$ cat src/rtl/uart_line_capture_if.sv
// uart_line_capture_if: serial input, line handshake and status bundle.
// Members:
//   uart_rx     serial input, idle high
//   line_ack    consumer accepts the held line
//   byte_valid  one-cycle pulse per accepted byte
//   byte_data   last accepted byte
//   line        byte window, newest byte in the low bits
//   line_count  bytes in the window, saturating at DEPTH
//   line_valid  line complete and held until acked
//   line_trunc  more than DEPTH bytes arrived in this line
//   frame_err   sticky: a stop bit was sampled low
//   overrun     sticky: a byte arrived while line_valid was high
//   parity_err  sticky: even-parity mismatch (UART_CAPTURE_PARITY_EN only)
// Modports: master = capture block, slave = line source/consumer.
interface uart_line_capture_if #(
    parameter int DATA_BITS = 8,
    parameter int DEPTH     = 30
);
    localparam int CW = $clog2(DEPTH + 1);

    logic                       uart_rx;
    logic                       line_ack;
    logic                       byte_valid;
    logic [DATA_BITS-1:0]       byte_data;
    logic [DEPTH*DATA_BITS-1:0] line;
    logic [CW-1:0]              line_count;
    logic                       line_valid;
    logic                       line_trunc;
    logic                       frame_err;
    logic                       overrun;
`ifdef UART_CAPTURE_PARITY_EN
    logic                       parity_err;

    modport master (
        input  uart_rx, line_ack,
        output byte_valid, byte_data, line, line_count,
        output line_valid, line_trunc, frame_err, overrun,
        output parity_err
    );

    modport slave (
        output uart_rx, line_ack,
        input  byte_valid, byte_data, line, line_count,
        input  line_valid, line_trunc, frame_err, overrun,
        input  parity_err
    );
`else
    modport master (
        input  uart_rx, line_ack,
        output byte_valid, byte_data, line, line_count,
        output line_valid, line_trunc, frame_err, overrun
    );

    modport slave (
        output uart_rx, line_ack,
        input  byte_valid, byte_data, line, line_count,
        input  line_valid, line_trunc, frame_err, overrun
    );
`endif
endinterface

$ cat src/rtl/uart_line_capture.sv
// uart_line_capture: oversampling UART receiver that shifts accepted bytes
// into a DEPTH-byte window and holds the line after an idle gap until acked.
// Ports:
//   clk    system clock, rising edge
//   reset  synchronous active-high reset
//   bus    uart_line_capture_if.master (serial in, line out, status flags)
// Build option:
//   UART_CAPTURE_PARITY_EN  expect one even-parity bit between data and stop;
//                           adds the PARITY state and the parity_err flag.
module uart_line_capture #(
    parameter int CLK_HZ    = 100_000_000,
    parameter int BAUD      = 9600,
    parameter int DATA_BITS = 8,
    parameter int DEPTH     = 30,
    parameter int IDLE_BITS = 20
) (
    input  logic                clk,
    input  logic                reset,
    uart_line_capture_if.master bus
);
    localparam int DIV      = (CLK_HZ + BAUD / 2) / BAUD;
    localparam int IDLE_CYC = IDLE_BITS * DIV;
    localparam int TW       = $clog2(DIV);
    localparam int IW       = $clog2(IDLE_CYC);
    localparam int BW       = $clog2(DATA_BITS + 1);
    localparam int CW       = $clog2(DEPTH + 1);
    localparam int LW       = DEPTH * DATA_BITS;

    localparam logic [TW-1:0] T_HALF = TW'(DIV / 2 - 1);
    localparam logic [TW-1:0] T_FULL = TW'(DIV - 1);
    localparam logic [IW-1:0] I_END  = IW'(IDLE_CYC - 1);
    localparam logic [BW-1:0] B_LAST = BW'(DATA_BITS - 1);
    localparam logic [CW-1:0] C_FULL = CW'(DEPTH);

    typedef enum logic [2:0] {
        S_IDLE,
        S_START,
        S_DATA,
`ifdef UART_CAPTURE_PARITY_EN
        S_PARITY,
`endif
        S_STOP
    } state_t;

    state_t               r_state;
    logic                 r_sync1;
    logic                 r_sync2;
    logic                 r_rx_prev;
    logic [TW-1:0]        r_timer;
    logic [BW-1:0]        r_bit_idx;
    logic [DATA_BITS-1:0] r_shift;
    logic [IW-1:0]        r_idle_cnt;
    logic                 r_byte_valid;
    logic [DATA_BITS-1:0] r_byte_data;
    logic [LW-1:0]        r_line;
    logic [CW-1:0]        r_count;
    logic                 r_line_valid;
    logic                 r_trunc;
    logic                 r_frame_err;
    logic                 r_overrun;
`ifdef UART_CAPTURE_PARITY_EN
    logic                 r_par_bad;
    logic                 r_parity_err;
`endif

    logic w_rx;
    logic w_fall;
    logic w_half;
    logic w_full;
    logic w_ack;
    logic w_par_ok;
    logic w_idle_run;

    assign w_rx   = r_sync2;
    // r_rx_prev only goes high once the line has really returned high, so a
    // line still held low after a bad stop bit never looks like a new start.
    assign w_fall = r_rx_prev & ~w_rx;
    assign w_half = (r_timer == T_HALF);
    assign w_full = (r_timer == T_FULL);
    assign w_ack  = r_line_valid & bus.line_ack;

`ifdef UART_CAPTURE_PARITY_EN
    assign w_par_ok = ~r_par_bad;
`else
    assign w_par_ok = 1'b1;
`endif

    assign w_idle_run = (r_state == S_IDLE) && !w_fall &&
                        (r_count != '0) && !r_line_valid;

    always_ff @(posedge clk) begin
        if (reset) begin
            r_sync1      <= 1'b1;
            r_sync2      <= 1'b1;
            r_rx_prev    <= 1'b1;
            r_state      <= S_IDLE;
            r_timer      <= '0;
            r_bit_idx    <= '0;
            r_shift      <= '0;
            r_idle_cnt   <= '0;
            r_byte_valid <= 1'b0;
            r_byte_data  <= '0;
            r_line       <= '0;
            r_count      <= '0;
            r_line_valid <= 1'b0;
            r_trunc      <= 1'b0;
            r_frame_err  <= 1'b0;
            r_overrun    <= 1'b0;
`ifdef UART_CAPTURE_PARITY_EN
            r_par_bad    <= 1'b0;
            r_parity_err <= 1'b0;
`endif
        end else begin
            r_sync1      <= bus.uart_rx;
            r_sync2      <= r_sync1;
            r_rx_prev    <= w_rx;
            r_byte_valid <= 1'b0;

            unique case (r_state)
                S_IDLE: begin
                    r_timer <= '0;
                    if (w_fall) begin
                        r_state <= S_START;
                    end
                end

                S_START: begin
                    r_timer <= r_timer + TW'(1);
                    if (w_half) begin
                        // Re-check mid start bit; high means a glitch.
                        r_timer   <= '0;
                        r_bit_idx <= '0;
                        r_state   <= w_rx ? S_IDLE : S_DATA;
`ifdef UART_CAPTURE_PARITY_EN
                        r_par_bad <= 1'b0;
`endif
                    end
                end

                S_DATA: begin
                    r_timer <= r_timer + TW'(1);
                    if (w_full) begin
                        r_timer   <= '0;
                        r_shift   <= {w_rx, r_shift[DATA_BITS-1:1]};
                        r_bit_idx <= r_bit_idx + BW'(1);
                        if (r_bit_idx == B_LAST) begin
`ifdef UART_CAPTURE_PARITY_EN
                            r_state <= S_PARITY;
`else
                            r_state <= S_STOP;
`endif
                        end
                    end
                end

`ifdef UART_CAPTURE_PARITY_EN
                S_PARITY: begin
                    r_timer <= r_timer + TW'(1);
                    if (w_full) begin
                        r_timer <= '0;
                        r_state <= S_STOP;
                        if (w_rx != ^r_shift) begin
                            r_par_bad    <= 1'b1;
                            r_parity_err <= 1'b1;
                        end
                    end
                end
`endif

                S_STOP: begin
                    r_timer <= r_timer + TW'(1);
                    if (w_full) begin
                        r_timer <= '0;
                        r_state <= S_IDLE;
                        if (!w_rx) begin
                            r_frame_err <= 1'b1;
                        end else if (w_par_ok) begin
                            r_byte_valid <= 1'b1;
                            r_byte_data  <= r_shift;
                            if (r_line_valid) begin
                                r_overrun <= 1'b1;
                            end else begin
                                r_line <= {r_line[LW-DATA_BITS-1:0], r_shift};
                                if (r_count == C_FULL) begin
                                    r_trunc <= 1'b1;
                                end else begin
                                    r_count <= r_count + CW'(1);
                                end
                            end
                        end
                    end
                end

                default: begin
                    r_state <= S_IDLE;
                end
            endcase

            // Idle gap timer; any departure from IDLE restarts it.
            if (w_idle_run) begin
                if (r_idle_cnt == I_END) begin
                    r_line_valid <= 1'b1;
                    r_idle_cnt   <= '0;
                end else begin
                    r_idle_cnt <= r_idle_cnt + IW'(1);
                end
            end else begin
                r_idle_cnt <= '0;
            end

            // Placed last so an ack beats a same-cycle accept.
            if (w_ack) begin
                r_line_valid <= 1'b0;
                r_count      <= '0;
                r_trunc      <= 1'b0;
                r_line       <= '0;
            end
        end
    end

    assign bus.byte_valid = r_byte_valid;
    assign bus.byte_data  = r_byte_data;
    assign bus.line       = r_line;
    assign bus.line_count = r_count;
    assign bus.line_valid = r_line_valid;
    assign bus.line_trunc = r_trunc;
    assign bus.frame_err  = r_frame_err;
    assign bus.overrun    = r_overrun;
`ifdef UART_CAPTURE_PARITY_EN
    assign bus.parity_err = r_parity_err;
`endif

endmodule
$ cat src/flat_wrapper.sv
// flat-port wrapper written by rule: the top's interface ports become plain ports
module uart_line_capture_flat 
#(
    parameter int CLK_HZ    = 100_000_000,
    parameter int BAUD      = 9600,
    parameter int DATA_BITS = 8,
    parameter int DEPTH     = 30,
    parameter int IDLE_BITS = 20
)
  (clk, reset, bus_uart_rx, bus_line_ack, bus_byte_valid, bus_byte_data, bus_line, bus_line_count, bus_line_valid, bus_line_trunc, bus_frame_err, bus_overrun);
  uart_line_capture_if #(.DATA_BITS(DATA_BITS), .DEPTH(DEPTH)) bus_i ();
  input  logic clk;
  input  logic reset;
  input wire logic [$bits(bus_i.uart_rx)-1:0] bus_uart_rx;
  input wire logic [$bits(bus_i.line_ack)-1:0] bus_line_ack;
  output wire logic [$bits(bus_i.byte_valid)-1:0] bus_byte_valid;
  output wire logic [$bits(bus_i.byte_data)-1:0] bus_byte_data;
  output wire logic [$bits(bus_i.line)-1:0] bus_line;
  output wire logic [$bits(bus_i.line_count)-1:0] bus_line_count;
  output wire logic [$bits(bus_i.line_valid)-1:0] bus_line_valid;
  output wire logic [$bits(bus_i.line_trunc)-1:0] bus_line_trunc;
  output wire logic [$bits(bus_i.frame_err)-1:0] bus_frame_err;
  output wire logic [$bits(bus_i.overrun)-1:0] bus_overrun;
  assign bus_i.uart_rx = bus_uart_rx;
  assign bus_i.line_ack = bus_line_ack;
  assign bus_byte_valid = bus_i.byte_valid;
  assign bus_byte_data = bus_i.byte_data;
  assign bus_line = bus_i.line;
  assign bus_line_count = bus_i.line_count;
  assign bus_line_valid = bus_i.line_valid;
  assign bus_line_trunc = bus_i.line_trunc;
  assign bus_frame_err = bus_i.frame_err;
  assign bus_overrun = bus_i.overrun;
  uart_line_capture #(.CLK_HZ(CLK_HZ), .BAUD(BAUD), .DATA_BITS(DATA_BITS), .DEPTH(DEPTH), .IDLE_BITS(IDLE_BITS)) u_core (.clk(clk), .reset(reset), .bus(bus_i));
endmodule
$ cat config.mk
export PLATFORM = sky130hd
export DESIGN_NAME = uart_line_capture_flat
export DESIGN_NICKNAME = d
export VERILOG_FILES = /design/src/rtl/uart_line_capture_if.sv /design/src/rtl/uart_line_capture.sv /design/src/flat_wrapper.sv
export SDC_FILE = /design/constraint.sdc
export NUM_CORES = 1
export LEC_CHECK = 0
export BUFFER_PORTS_ARGS = -buffer_cell sky130_fd_sc_hd__buf_2
export CAP_MARGIN = 25
export CELL_PAD_IN_SITES_DETAIL_PLACEMENT = 0
export CELL_PAD_IN_SITES_GLOBAL_PLACEMENT = 2
export CORE_MARGIN = 2
export CORE_UTILIZATION = 31
export CTS_CLUSTER_DIAMETER = 100
export DETAILED_ROUTE_END_ITERATION = 10
export GPL_TIMING_DRIVEN = 1
export PLACE_DENSITY = 0.89
export SYNTH_ARGS = -nofsm -noshare
export SYNTH_HDL_FRONTEND = slang
export SYNTH_SLANG_ARGS = --single-unit
$ cat constraint.sdc
create_clock -name clk -period 2.95 [get_ports clk]
set_input_delay 0.7375 -clock clk [delete_from_list [all_inputs] [get_ports clk]]
set_output_delay 0.7375 -clock clk [all_outputs]
set_load 0.01 [all_outputs]
==> metrics.md, run 1 <==
| Metric | Value |
|---|---|
| Peak Freq | `366 MHz` |
| ANT cells | `0` |
| Post-DP HPWL | `22000 µm` |
| Power per cell area | `630 mW/mm²` |
| Seq cells post-synth | `307` |
| Post-synthesis mux area share | `0.274%` |
| Row cnt | `70` |
| Worst IR drop on VDD | `0.290 mV` |
| Pre-CTS setup slack | `0.220 ns` |
| CP Launch Type | `register` |
| Final worst slack | `0.214 ns` |
| Initial antenna violation count | `0` |
| Reg2reg start | `u_core.r_timer[3]` |
| Hold path endpoint | `u_core.r_sync1` |
| Yosys top cell area share | `53.8%` |
| Slew margin rel. | `57.1%` |
| Clk root buf | `clkbuf_16` |
| Die X-Extent | `196 µm` |
| Port bufs | `261` |
| Syn Inst Count | `1420` |
| DR vias/cell | `4.72` |
| EDFF count, synth | `0` |
| Clock skew | `0.0147 ns` |
| Post-CTS setup repair buffer count | `0` |
| CTS tree | `built` |
| Outcome | `finished clean` |
| Hold WC Path Type | `primary input to register` |
| Pin count of the biggest net entering global routing | `122` |
| Worst path top cell family by delay | `simple AND/OR/NAND/NOR gates` |
| RSZ-0062 raised after global routing | `no` |
| Register area | `0.00615 mm²` |
| Adder-Cell Fraction of Synth Area | `1.53%` |
| Post-synth top area cell | `dfxtp_1` |
| Hold WS | `0.404 ns` |
| Clock Sinks | `307` |
| Antenna Nets Post-Route | `0` |
| Xor and xnor area share after synthesis | `1.38%` |
| Initial DRC Count | `391` |
| Crit path cell chain | `or4b_4 > or4_1 > or2_4 > buf_12 > nand2_1 > a21oi_1` |
| Mapped Area | `0.0114 mm²` |
| PostCTS Resize Cnt | `0` |
| Synth Area in Compound Gates | `14.2%` |
| Synthesized area per cell | `8.05 µm²` |
| R2R setup slack | `0.21 ns` |
| CTS Hold Buffers Added | `0` |
| Die height | `196 µm` |
| Detailed Route WL | `32500 µm` |
| Multi-input gate area | `0.00469 mm²` |
| Htree depth | `2` |
| Core area | `0.0364 mm²` |
| Ys async rst share | `0%` |
| Area grow syn2layout | `26.0%` |
| Final TNS setup | `0 ns` |
| Final Core Density | `39.5%` |
| Max clock buf depth | `3` |
| Ys flop type | `dfxtp_1` |
| Reg2reg path depth | `6` |
| GR Overflow Total | `0` |
| Worst setup path class | `register to register` |
| Routed vias | `10136` |
| Buf/Inv on CP | `1` |
| Final Cycle Share | `92.7%` |
| Crit path DAT | `3.14 ns` |
| Largest family of logic cells by synthesized area | `simple AND/OR/NAND/NOR gates` |
| First-pass GRT wire length | `51700 µm` |
| Worst Setup End Kind | `register` |
| Total Die Area | `0.0384 mm²` |
| Worst R2R End | `u_core.bus.line[61]` |
| Final Hold Viols | `0` |
| DRC violations left | `0` |
| Worst Path Max Fanout | `121` |
| Fill cells | `3844` |
| Max Cap Viol | `0` |
| Finish-stage setup viols | `0` |
| Worst slew pin tran | `0.644 ns` |
| Initial Util | `31.4%` |
| Highest-delay cell along the critical path | `or4_1` |
| Fin. max-slew vios | `0` |
| CP Data Required Time | `3.35 ns` |
| Num ports | `262` |
| Maximum single-stage delay on the critical path | `0.72 ns` |
| Total CTS buffers | `36` |
| Synth top area cells | `dfxtp_1, nand2_1, a21oi_1, buf_6, ha_1` |
| RePlAce Congestion | `0.796` |
| Clk slew on worst S/H paths | `0.06 ns` |
| Final Critical Period | `2.74 ns` |
| Tot GR Track Use | `16.4%` |
| Hold Crit Start | `bus_uart_rx` |
| Drt pass-1 iters | `5` |
| Synth Area in Simple Gates | `23.5%` |
| Static leakage | `5.59 nW` |
| Number of global-route vias before repair | `9626` |
| Netlist cell types | `49` |
| WHS Path Cells | `2` |
| Clock latency on the worst-skew pair | `0.52 ns` |
| Nets | `1672` |
| Seq/Total Area, Yosys | `53.8%` |
| Layout cells sized above 1 | `21.6%` |
| Ys Warns | `0` |
| Wire per inst | `15.1 µm` |
| Syn Nets | `1438` |
==> cells in the mapped netlist (all sizes together), types with 2 or more instances <==
| master | count |
|---|---|
| inv | 21 |
| o32ai | 2 |
| dfxtp | 307 |
| mux2i | 2 |
| nand2b | 5 |
| or4b | 2 |
| o21ai | 11 |
| nor3 | 10 |
| or3b | 3 |
| nand2 | 527 |
| nor2 | 45 |
| nand3 | 28 |
| nor4 | 6 |
| xor2 | 7 |
| a21oi | 272 |
| nand4b | 3 |
| or2 | 8 |
| xnor2 | 11 |
| buf | 48 |
| o41ai | 2 |
| clkbuf | 44 |
| a41oi | 2 |
| a31oi | 8 |
| nand3b | 4 |
| or3 | 2 |
| nand4 | 8 |
| ha | 14 |
| a211o | 2 |
| or4 | 2 |
==> metrics by stage <==
step / cell area [µm²] / cells / power, mW
floorplan: 11400 / 1420 / 4.44
global placement: 13200 / 2084 / 4.52
detailed placement: 13200 / 2084 / 4.52
CTS: 14400 / 2147 / 9.22
global route: 14400 / 2147 / 9.42
finish: 14400 / 2147 / 9.07
==> final cells by class <==
class,count,area share (%)
sequential,307,42.7
tap,468,4.06
multi-input combinational,1000,32.6
inverter,21,0.547
clock inverter,13,1.37
timing repair buffer,288,11.6
clock buffer,50,7.18
==> registers in the layout, summed over array words and instances (netlist names) <==
signal                 flops
u_core.bus.line_trunc      1
u_core.r_sync1             1
u_core.bus.line          240
u_core.bus.line_count      5
u_core.r_timer            14
u_core.bus.byte_data       8
u_core.r_shift             8
u_core.r_state             2
u_core.r_idle_cnt         18
u_core.bus.overrun         1
u_core.r_bit_idx           4
u_core.bus.line_valid      1
u_core.r_rx_prev           1
u_core.r_sync2             1
u_core.bus.byte_valid      1
u_core.bus.frame_err       1
==> report_power, final <==
group          internal, mW  switching (mW)
logic                0.0850           0.170
clock network          2.89            1.76
registers              4.16          0.0138
==> per-layer routing <==
metal | vias up | share of wire, % | GRT usage, %
met3 | 53 | 5.0 | 3.76
met4 | 0 | 2.4 | 5.25
met1 | 4764 | 46 | 21.5
li1 | 5117 | - | -
met5 | - | 0 | 0
met2 | 202 | 47 | 26.7
==> cells in the final DEF, fill, tap and decap left out, drive strengths merged, types with 4 or more instances in the layout <==
cell      n
nor2     45
nand2   527
nand4     8
clkinv    6
clkbuf   50
nor3     10
xnor2    11
dfxtp   307
xor2      7
o21ai    11
inv      23
nand3    28
ha       14
a21oi   272
nand3b    4
a31oi     8
nor4      6
or2       8
nand2b    5
bufinv    5
buf     288
==> worst max path at each step <==
stage                 startpoint                  endpoint  slack (ns)  cells after the start
2_1_floorplan  u_core.r_timer[3]        u_core.bus.line[0]        0.50                      9
3_3_place_gp   u_core.r_timer[3]  u_core.bus.line_count[4]        0.23                      6
3_5_place_dp   u_core.r_timer[3]  u_core.bus.line_count[4]        0.22                      6
4_1_cts        u_core.r_timer[8]  u_core.bus.line_count[4]        0.20                      6
5_1_grt        u_core.r_timer[8]  u_core.bus.line_count[4]        0.11                      6
6_report       u_core.r_timer[3]       u_core.bus.line[61]        0.21                      6
==> cells by family (layout without fill, tap and decap cells) <==
logic type | after synthesis | count (layout)
compound gates | 308 | 308
mux | 3 | 3
fa+ha+maj | 14 | 14
xor+xnor | 18 | 18
simple gates | 657 | 657
flops | 307 | 307
buf+inv | 113 | 372
Power figures use the tool's default switching activity.
==> inputs of run 2 (changes only) <==
--- a/config.mk
+++ b/config.mk
@@ -10,11 +10,11 @@
 export CELL_PAD_IN_SITES_DETAIL_PLACEMENT = 0
 export CELL_PAD_IN_SITES_GLOBAL_PLACEMENT = 2
 export CORE_MARGIN = 2
-export CORE_UTILIZATION = 31
+export CORE_UTILIZATION = 33
 export CTS_CLUSTER_DIAMETER = 100
 export DETAILED_ROUTE_END_ITERATION = 10
 export GPL_TIMING_DRIVEN = 1
-export PLACE_DENSITY = 0.89
+export PLACE_DENSITY = 0.93
 export SYNTH_ARGS = -nofsm -noshare
 export SYNTH_HDL_FRONTEND = slang
 export SYNTH_SLANG_ARGS = --single-unit
==> constraint.sdc (replaced) <==
create_clock -name clk -period 3.2 [get_ports clk]
set_input_delay 0.8 -clock clk [delete_from_list [all_inputs] [get_ports clk]]
set_output_delay 0.8 -clock clk [all_outputs]
set_load 0.01 [all_outputs]
==> run 2 against run 1 <==
- wire length shrank 3.3%
- utilization grew 1.9 points
- combinational power fell by 8.2%
- clock-buffer cell count down 1
- largest power group unchanged
- die area down 5.9%
- sequential share of layout area grew 0.64 points
- global-route usage up 0.30 points
- maximum frequency up 2.8%
- critical endpoint is now u_core.bus.line[103]
- setup slack improved by 0.32 ns
- via count is 0.65% lower
- register-to-register slack better by 0.32 ns
- final area fell by 1.5%
- critical path type unchanged
==> metrics.md, run 2 (synthesis results as in run 1) <==
| Metric | Value |
|---|---|
| Clock Sinks | `307 (unchanged)` |
| Port bufs | `261 (unchanged)` |
| Initial DRC Count | `601 (+54%)` |
| CP Launch Type | `register` |
| Drt pass-1 iters | `4 (-1)` |
| Hold WC Path Type | `register to register` |
| Core area | `0.0343 mm² (-5.9%)` |
| Tot GR Track Use | `16.7% (+0.30 points)` |
| Power per cell area | `567 mW/mm² (-10%)` |
| Total Die Area | `0.0361 mm² (-5.9%)` |
| Routed vias | `10070 (-0.65%)` |
| Clock Power Share | `49.3% (-1.9 points)` |
| Max Cap Viol | `0 (unchanged)` |
| Register area | `0.00615 mm² (unchanged)` |
| Final Cycle Share | `83.2% (-9.6 points)` |
| Maximum single-stage delay on the critical path | `0.58 ns (-0.14 ns)` |
| Peak Freq | `376 MHz (+2.8%)` |
| Clk slew on worst S/H paths | `0.06 ns (about the same)` |
| Most frequent cells in the layout | `nand2_1, dfxtp_1, a21oi_1` |
| Final Hold Viols | `0 (unchanged)` |
| Clk root buf | `clkbuf_16` |
| Worst slew pin tran | `0.810 ns (+0.166 ns)` |
| Fin. max-slew vios | `0 (unchanged)` |
| Seq pwr share | `47.8% (+1.8 points)` |
| Switching pwr | `1.71 mW (-12%)` |
| Post-DP HPWL | `21500 µm (-2.2%)` |
| Slew margin rel. | `46.0% (-11 points)` |
| Static leakage | `5.49 nW (-1.8%)` |
| Worst Path Max Fanout | `27 (-78%)` |
| Crit path DAT | `3.10 ns (-0.04 ns)` |
| Fill cells | `3553 (-7.6%)` |
| Comb power frac | `2.9% (about the same)` |
| First-pass GRT wire length | `49700 µm (-3.8%)` |
| ANT cells | `0 (unchanged)` |
| Final TNS setup | `0 ns (unchanged)` |
| Final Critical Period | `2.66 ns (-0.0748 ns)` |
| Final Core Density | `41.4% (+1.9 points)` |
| Num ports | `262 (unchanged)` |
| Worst Setup End Kind | `register` |
| Outcome | `finished clean` |
| Initial antenna violation count | `0 (unchanged)` |
| RSZ-0062 raised after global routing | `no` |
| Finish-stage setup viols | `0 (unchanged)` |
| Nets | `1665 (-0.42%)` |
| Initial Util | `33.3% (+2.0 points)` |
| Antenna Nets Post-Route | `0 (unchanged)` |
| DRC violations left | `0 (unchanged)` |
| Worst IR drop on VDD | `0.309 mV (+6.6%)` |
| Wire per inst | `14.8 µm (-2.2%)` |
| Most common cell after layout, fill and taps aside | `nand2_1` |
| Area grow syn2layout | `24.2%` |
| Int Pwr | `6.33 mW (-11%)` |
| CP Data Required Time | `3.63 ns (+0.28 ns)` |
| Die height | `190 µm (-3.0%)` |
| CP most frequent cell | `buf_4` |
| Sw frac | `21.3% (-0.13 points)` |
| GR Overflow Total | `0 (unchanged)` |
| Max FFs per register | `240 (unchanged)` |
| Htree depth | `2 (unchanged)` |
| CTS tree | `built` |
| Row cnt | `68 (-2.9%)` |
| Clock latency on the worst-skew pair | `0.51 ns (about the same)` |
| CTS Hold Buffers Added | `0 (unchanged)` |
| Worst setup path class | `register to register` |
| Pin count of the biggest net entering global routing | `92 (-25%)` |
| Clock skew | `0.0189 ns (+0.00417 ns)` |
| Die X-Extent | `190 µm (-3.0%)` |
| Number of global-route vias before repair | `9349 (-2.9%)` |
| PostCTS Resize Cnt | `0 (unchanged)` |
| Layout cells sized above 1 | `21.0% (-0.59 points)` |
| RePlAce Congestion | `0.808 (+1.5%)` |
| Detailed Route WL | `31500 µm (-3.3%)` |
| Max clock buf depth | `3 (unchanged)` |
| Crit path cell chain | `or4b_4 > or4_1 > buf_4 > nor2_4 > buf_4 > buf_4 > nand2_1 > a21oi_1` |
| Highest-delay cell along the critical path | `or4b_4` |
| Post-CTS setup repair buffer count | `0 (unchanged)` |
| Total CTS buffers | `36 (unchanged)` |
| Multi-input gate area | `0.00469 mm² (unchanged)` |
| DR vias/cell | `4.74 (+0.42%)` |
-- run 2: changes by cell type in the layout (fill, tap and decap cells not counted), sizes merged --
cell / delta
buf: -7
bufinv: -2
clkbuf: -1
clkinvlp: +1
inv: -1
-- run 2: final timing paths --
| kind | from | end | slack (ns) | depth (start not counted) |
|---|---|---|---|---|
| setup / recovery | u_core.r_timer[3] | u_core.bus.line[103] | 0.54 | 8 |
| hold / removal | u_core.r_sync1 | u_core.r_sync2 | 0.40 | 1 |
| setup reg to reg | u_core.r_timer[3] | u_core.bus.line[103] | 0.54 | 8 |
| hold reg to reg | u_core.r_sync1 | u_core.r_sync2 | 0.40 | 1 |
-- run 2: critical path: cells and delay by family, from the launching register on --
kind	cells	cell delay [ns]
DFF	1	0.35
buffers and inverters	3	0.71
and+or+nand+nor	4	1.38
AOI/OAI and AO/OA	1	0.15
-- run 2: final cells by class --
cell class / instances / share of cell area [%]
inverters: 21 / 0.555
clock inverters: 11 / 0.961
flip-flops and latches: 307 / 43.3
multi-input cells: 1000 / 33.1
well taps: 455 / 4.01
clock buffers: 49 / 7.05
repair buffers: 281 / 11.1
-- run 2: power by group through the flow --
stage	clock network [mW]	logic (mW)	registers (mW)
finish	3.97	0.234	3.84
global placement	0	0.231	3.93
detailed placement	0	0.234	3.93
floorplan	0	0.167	3.92
CTS	4.08	0.234	3.84
global route	4.24	0.260	3.84
-- run 2: metal layers --
metal	track usage (%)	part of all wire, %	vias to the layer above
met5	0	0	-
met4	5.52	2.8	0
met1	22.7	46	4665
met3	3.15	5.5	56
met2	26.6	45	223
li1	-	-	5126
-- run 2: per-stage QoR --
stage	area (µm²)	hold WS [ns]	worst slack (ns)	cells	total power [mW]
2_1_floorplan	11400	0.389	0.750	1420	4.09
3_3_place_gp	13100	0.394	0.586	2064	4.16
3_5_place_dp	13100	0.393	0.540	2064	4.16
4_1_cts	14200	0.406	0.516	2124	8.15
5_1_grt	14200	0.446	0.386	2124	8.34
6_report	14200	0.405	0.539	2124	8.04
==> inputs of run 3 (changes only) <==
--- a/config.mk
+++ b/config.mk
@@ -5,16 +5,17 @@
 export SDC_FILE = /design/constraint.sdc
 export NUM_CORES = 1
 export LEC_CHECK = 0
+export ABC_AREA = 1
 export BUFFER_PORTS_ARGS = -buffer_cell sky130_fd_sc_hd__buf_2
 export CAP_MARGIN = 25
 export CELL_PAD_IN_SITES_DETAIL_PLACEMENT = 0
 export CELL_PAD_IN_SITES_GLOBAL_PLACEMENT = 2
 export CORE_MARGIN = 2
-export CORE_UTILIZATION = 33
+export CORE_UTILIZATION = 27
 export CTS_CLUSTER_DIAMETER = 100
 export DETAILED_ROUTE_END_ITERATION = 10
 export GPL_TIMING_DRIVEN = 1
-export PLACE_DENSITY = 0.93
+export PLACE_DENSITY = 0.83
 export SYNTH_ARGS = -nofsm -noshare
 export SYNTH_HDL_FRONTEND = slang
 export SYNTH_SLANG_ARGS = --single-unit
==> constraint.sdc (replaced) <==
create_clock -name clk -period 2.33 [get_ports clk]
set_input_delay 0.5825 -clock clk [delete_from_list [all_inputs] [get_ports clk]]
set_output_delay 0.5825 -clock clk [all_outputs]
set_load 0.01 [all_outputs]
==> run 3 against run 2 <==
- clock skew up 0.0032 ns
- clock-buffer cell count rose by 5
- sequential share of layout area down 1.9 points
- total power is 43% higher
- utilization shrank 6.2 points
- largest power group unchanged
==> metrics.md, run 3 <==
| Metric | Value |
|---|---|
| Outcome | `finished clean` |
| Worst IR drop on VDD | `0.520 mV (+68%)` |
| Most common cell after layout, fill and taps aside | `nand2_1` |
| Fin. max-slew vios | `0 (unchanged)` |
| GRT met1 Usage | `20.6% (-2.0 points)` |
| Static leakage | `5.92 nW (+8.0%)` |
| Yosys top cell area share | `52.9% (-0.86 points)` |
| Routed vias | `10640 (+5.7%)` |
| Clock latency on the worst-skew pair | `0.54 ns (+0.03 ns)` |
| Synthesized area per cell | `7.67 µm² (-4.7%)` |
| Initial Util | `27.5% (-5.8 points)` |
| CTS Hold Buffers Added | `0 (unchanged)` |
| Crit path cell chain | `inv_1 > ha_1 > nand3_1 > nor2_1 > nand2_2 > inv_2 > nand3_4 > buf_16 > buf_12 > nand2_1 > a21oi_1` |
| RSZ-0062 raised after global routing | `no` |
| Htree depth | `2 (unchanged)` |
| Peak Freq | `486 MHz (+29%)` |
| Tot GR Track Use | `15.5% (-1.2 points)` |
| CP Data Required Time | `2.79 ns (-0.84 ns)` |
| CTS tree | `built` |
| Placed instance area | `0.0135 mm² (+3.6%)` |
| Layout cells sized above 1 | `20.8% (-0.24 points)` |
| Crit path DAT | `2.51 ns (-0.59 ns)` |
| Finish-stage setup viols | `0 (unchanged)` |
| Ys async rst share | `0% (unchanged)` |
| Antenna Nets Post-Route | `0 (unchanged)` |
| Initial DRC Count | `673 (+12%)` |
| Pin count of the biggest net entering global routing | `65 (-29%)` |
| Post-DP HPWL | `24900 µm (+16%)` |
| Core area | `0.0422 mm² (+23%)` |
| Syn Nets | `1532 (+6.5%)` |
| Row cnt | `75 (+10%)` |
| Most frequent cells in the layout | `nand2_1, dfxtp_1, a21oi_1` |
| Register area | `0.00615 mm² (unchanged)` |
| Worst slew pin tran | `0.557 ns (-0.253 ns)` |
| Clk root buf | `clkbuf_16` |
| Max FFs per register | `240 (unchanged)` |
| Number of global-route vias before repair | `9875 (+5.6%)` |
| Worst setup path class | `register to register` |
| Wire per inst | `15.5 µm (+4.4%)` |
| Ys Warns | `0 (unchanged)` |
| EDFF count, synth | `0 (unchanged)` |
| Max Cap Viol | `0 (unchanged)` |
| Final Critical Period | `2.06 ns (-0.604 ns)` |
| Seq cells post-synth | `307 (unchanged)` |
| Die height | `211 µm (+11%)` |
| Global-route layer with the greatest usage | `met2` |
| Worst Setup End Kind | `register` |
| Initial antenna violation count | `0 (unchanged)` |
| Final Cycle Share | `88.3% (+5.1 points)` |
| Multi-input gate area | `0.00472 mm² (+0.56%)` |
| Seq/Total Area, Yosys | `52.9% (-0.86 points)` |
| DR vias/cell | `4.56 (-3.8%)` |
| Top cells by count, synth | `nand2_1, dfxtp_1, a21oi_1` |
| Ys flop type | `dfxtp_1` |
| CP Launch Type | `register` |
| Num ports | `262 (unchanged)` |
| Maximum single-stage delay on the critical path | `0.43 ns (-0.15 ns)` |
| Detailed Route WL | `36100 µm (+15%)` |
| Total Die Area | `0.0447 mm² (+24%)` |
| Fill cells | `4531 (+28%)` |
| Highest-delay cell along the critical path | `dfxtp_1` |
| Buf/Inv on CP | `4 (+1)` |
| Worst Path Max Fanout | `34 (+26%)` |
| Worst path top cell family by delay | `buffers and inverters` |
| Slew margin rel. | `62.6% (+17 points)` |
| Max clock buf depth | `3 (unchanged)` |
| Port bufs | `261 (unchanged)` |
| Top-count cell post-synth | `nand2_1` |
| Final TNS setup | `0 ns (unchanged)` |
| Power per cell area | `774 mW/mm² (+37%)` |
| GR Overflow Total | `0 (unchanged)` |
| Hold WC Path Type | `primary input to register` |
| Clk slew on worst S/H paths | `0.06 ns (about the same)` |
| Post-synth top area cell | `dfxtp_1` |
| Die X-Extent | `211 µm (+11%)` |
| Mapped Area | `0.0116 mm² (+1.6%)` |
| Post-route cell area | `0.0149 mm² (+4.6%)` |
| Clock Sinks | `307 (unchanged)` |
| Total CTS buffers | `36 (unchanged)` |
| Nets | `1786 (+7.3%)` |
| Area grow syn2layout | `27.9%` |
| First-pass GRT wire length | `55200 µm (+11%)` |
| DRC violations left | `0 (unchanged)` |
| ANT cells | `0 (unchanged)` |
| Drt pass-1 iters | `5 (+1)` |
| RePlAce Congestion | `0.848 (+5.0%)` |
| GR Util met2 | `25.0% (-1.6 points)` |
| Netlist cell types | `28 (-43%)` |
| Final Hold Viols | `0 (unchanged)` |
| Clock skew | `0.0221 ns (+0.00318 ns)` |
| Synth top area cells | `dfxtp_1, nand2_1, a21oi_1, buf_6, inv_1` |
| Syn Inst Count | `1514 (+6.6%)` |
| GR Util met3 | `3.37% (+0.21 points)` |
run 3: changes by cell type after synthesis, sizes merged, moves of 4 or more:
cell	previous run	this run
nand4	8	16
nor2	45	53
xor2	7	11
inv	21	60
or2	8	4
clkbuf	44	51
a21oi	272	285
xnor2	11	3
nand3	28	43
a31oi	8	1
nand2b	5	0
nand2	527	586
buf	48	37
run 3: final timing paths:
path,from,end,slack (ns),cells past startpoint
worst min-delay path,bus_uart_rx,u_core.r_sync1,0.24,2
worst max register to register,u_core.r_timer[0],u_core.bus.line[92],0.27,11
worst min register to register,u_core.r_sync1,u_core.r_sync2,0.41,1
worst max-delay path,u_core.r_timer[0],u_core.bus.line[92],0.27,11
run 3: power breakdown:
| part | switching (mW) | internal [mW] | total (mW) |
|---|---|---|---|
| clock network | 2.25 | 3.70 | 5.95 |
| logic | 0.198 | 0.0754 | 0.273 |
| registers | 0.0111 | 5.26 | 5.27 |
| total | 2.46 | 9.04 | 11.5 |
run 3: final cells by class:
type | count | area share [%]
Clock buffer | 54 | 7.41
Clock inverter | 10 | 1.08
Inverter | 63 | 1.73
Multi-Input combinational cell | 1056 | 31.8
Sequential cell | 307 | 41.4
Tap cell | 539 | 4.54
Timing Repair Buffer | 303 | 12.0
Timing Repair inverter | 1 | 0.0590
run 3: logic make-up (layout without fill, tap and decap cells):
group           count (synthesis)  after routing  synth area share, %
buf+inv                       151            431                 6.47
fa+ha+maj                      14             14                 1.51
xor+xnor                       14             14                 1.06
compound gates                304            304                 13.2
flops                         307            307                 52.9
simple gates                  724            724                 24.8
run 3: stage by stage:
step,power [mW],instances,setup slack (ns),hold slack (ns),util [%]
after floorplan,5.55,1514,0.606,0.389,-
after global placement,5.66,2265,0.280,0.392,32.0
after detailed placement,5.66,2265,0.175,0.397,32.0
after CTS,11.7,2329,0.130,0.208,35.0
after global routing,11.9,2333,0.0643,0.228,35.2
final,11.5,2333,0.273,0.237,35.2
run 3: repair_timing:
item	in CTS	in global routing
gates resized for setup	0	3
hold endpoints to repair	0	0
endpoints found under the setup margin	0	18
setup buffers	0	2
run 3: routing by layer:
| metal | routed length (µm) | vias to the layer above |
|---|---|---|
| li1 | - | 5397 |
| met1 | 16600 | 4970 |
| met2 | 16900 | 217 |
| met3 | 1690 | 56 |
| met4 | 816 | 0 |
| met5 | 0 | - |
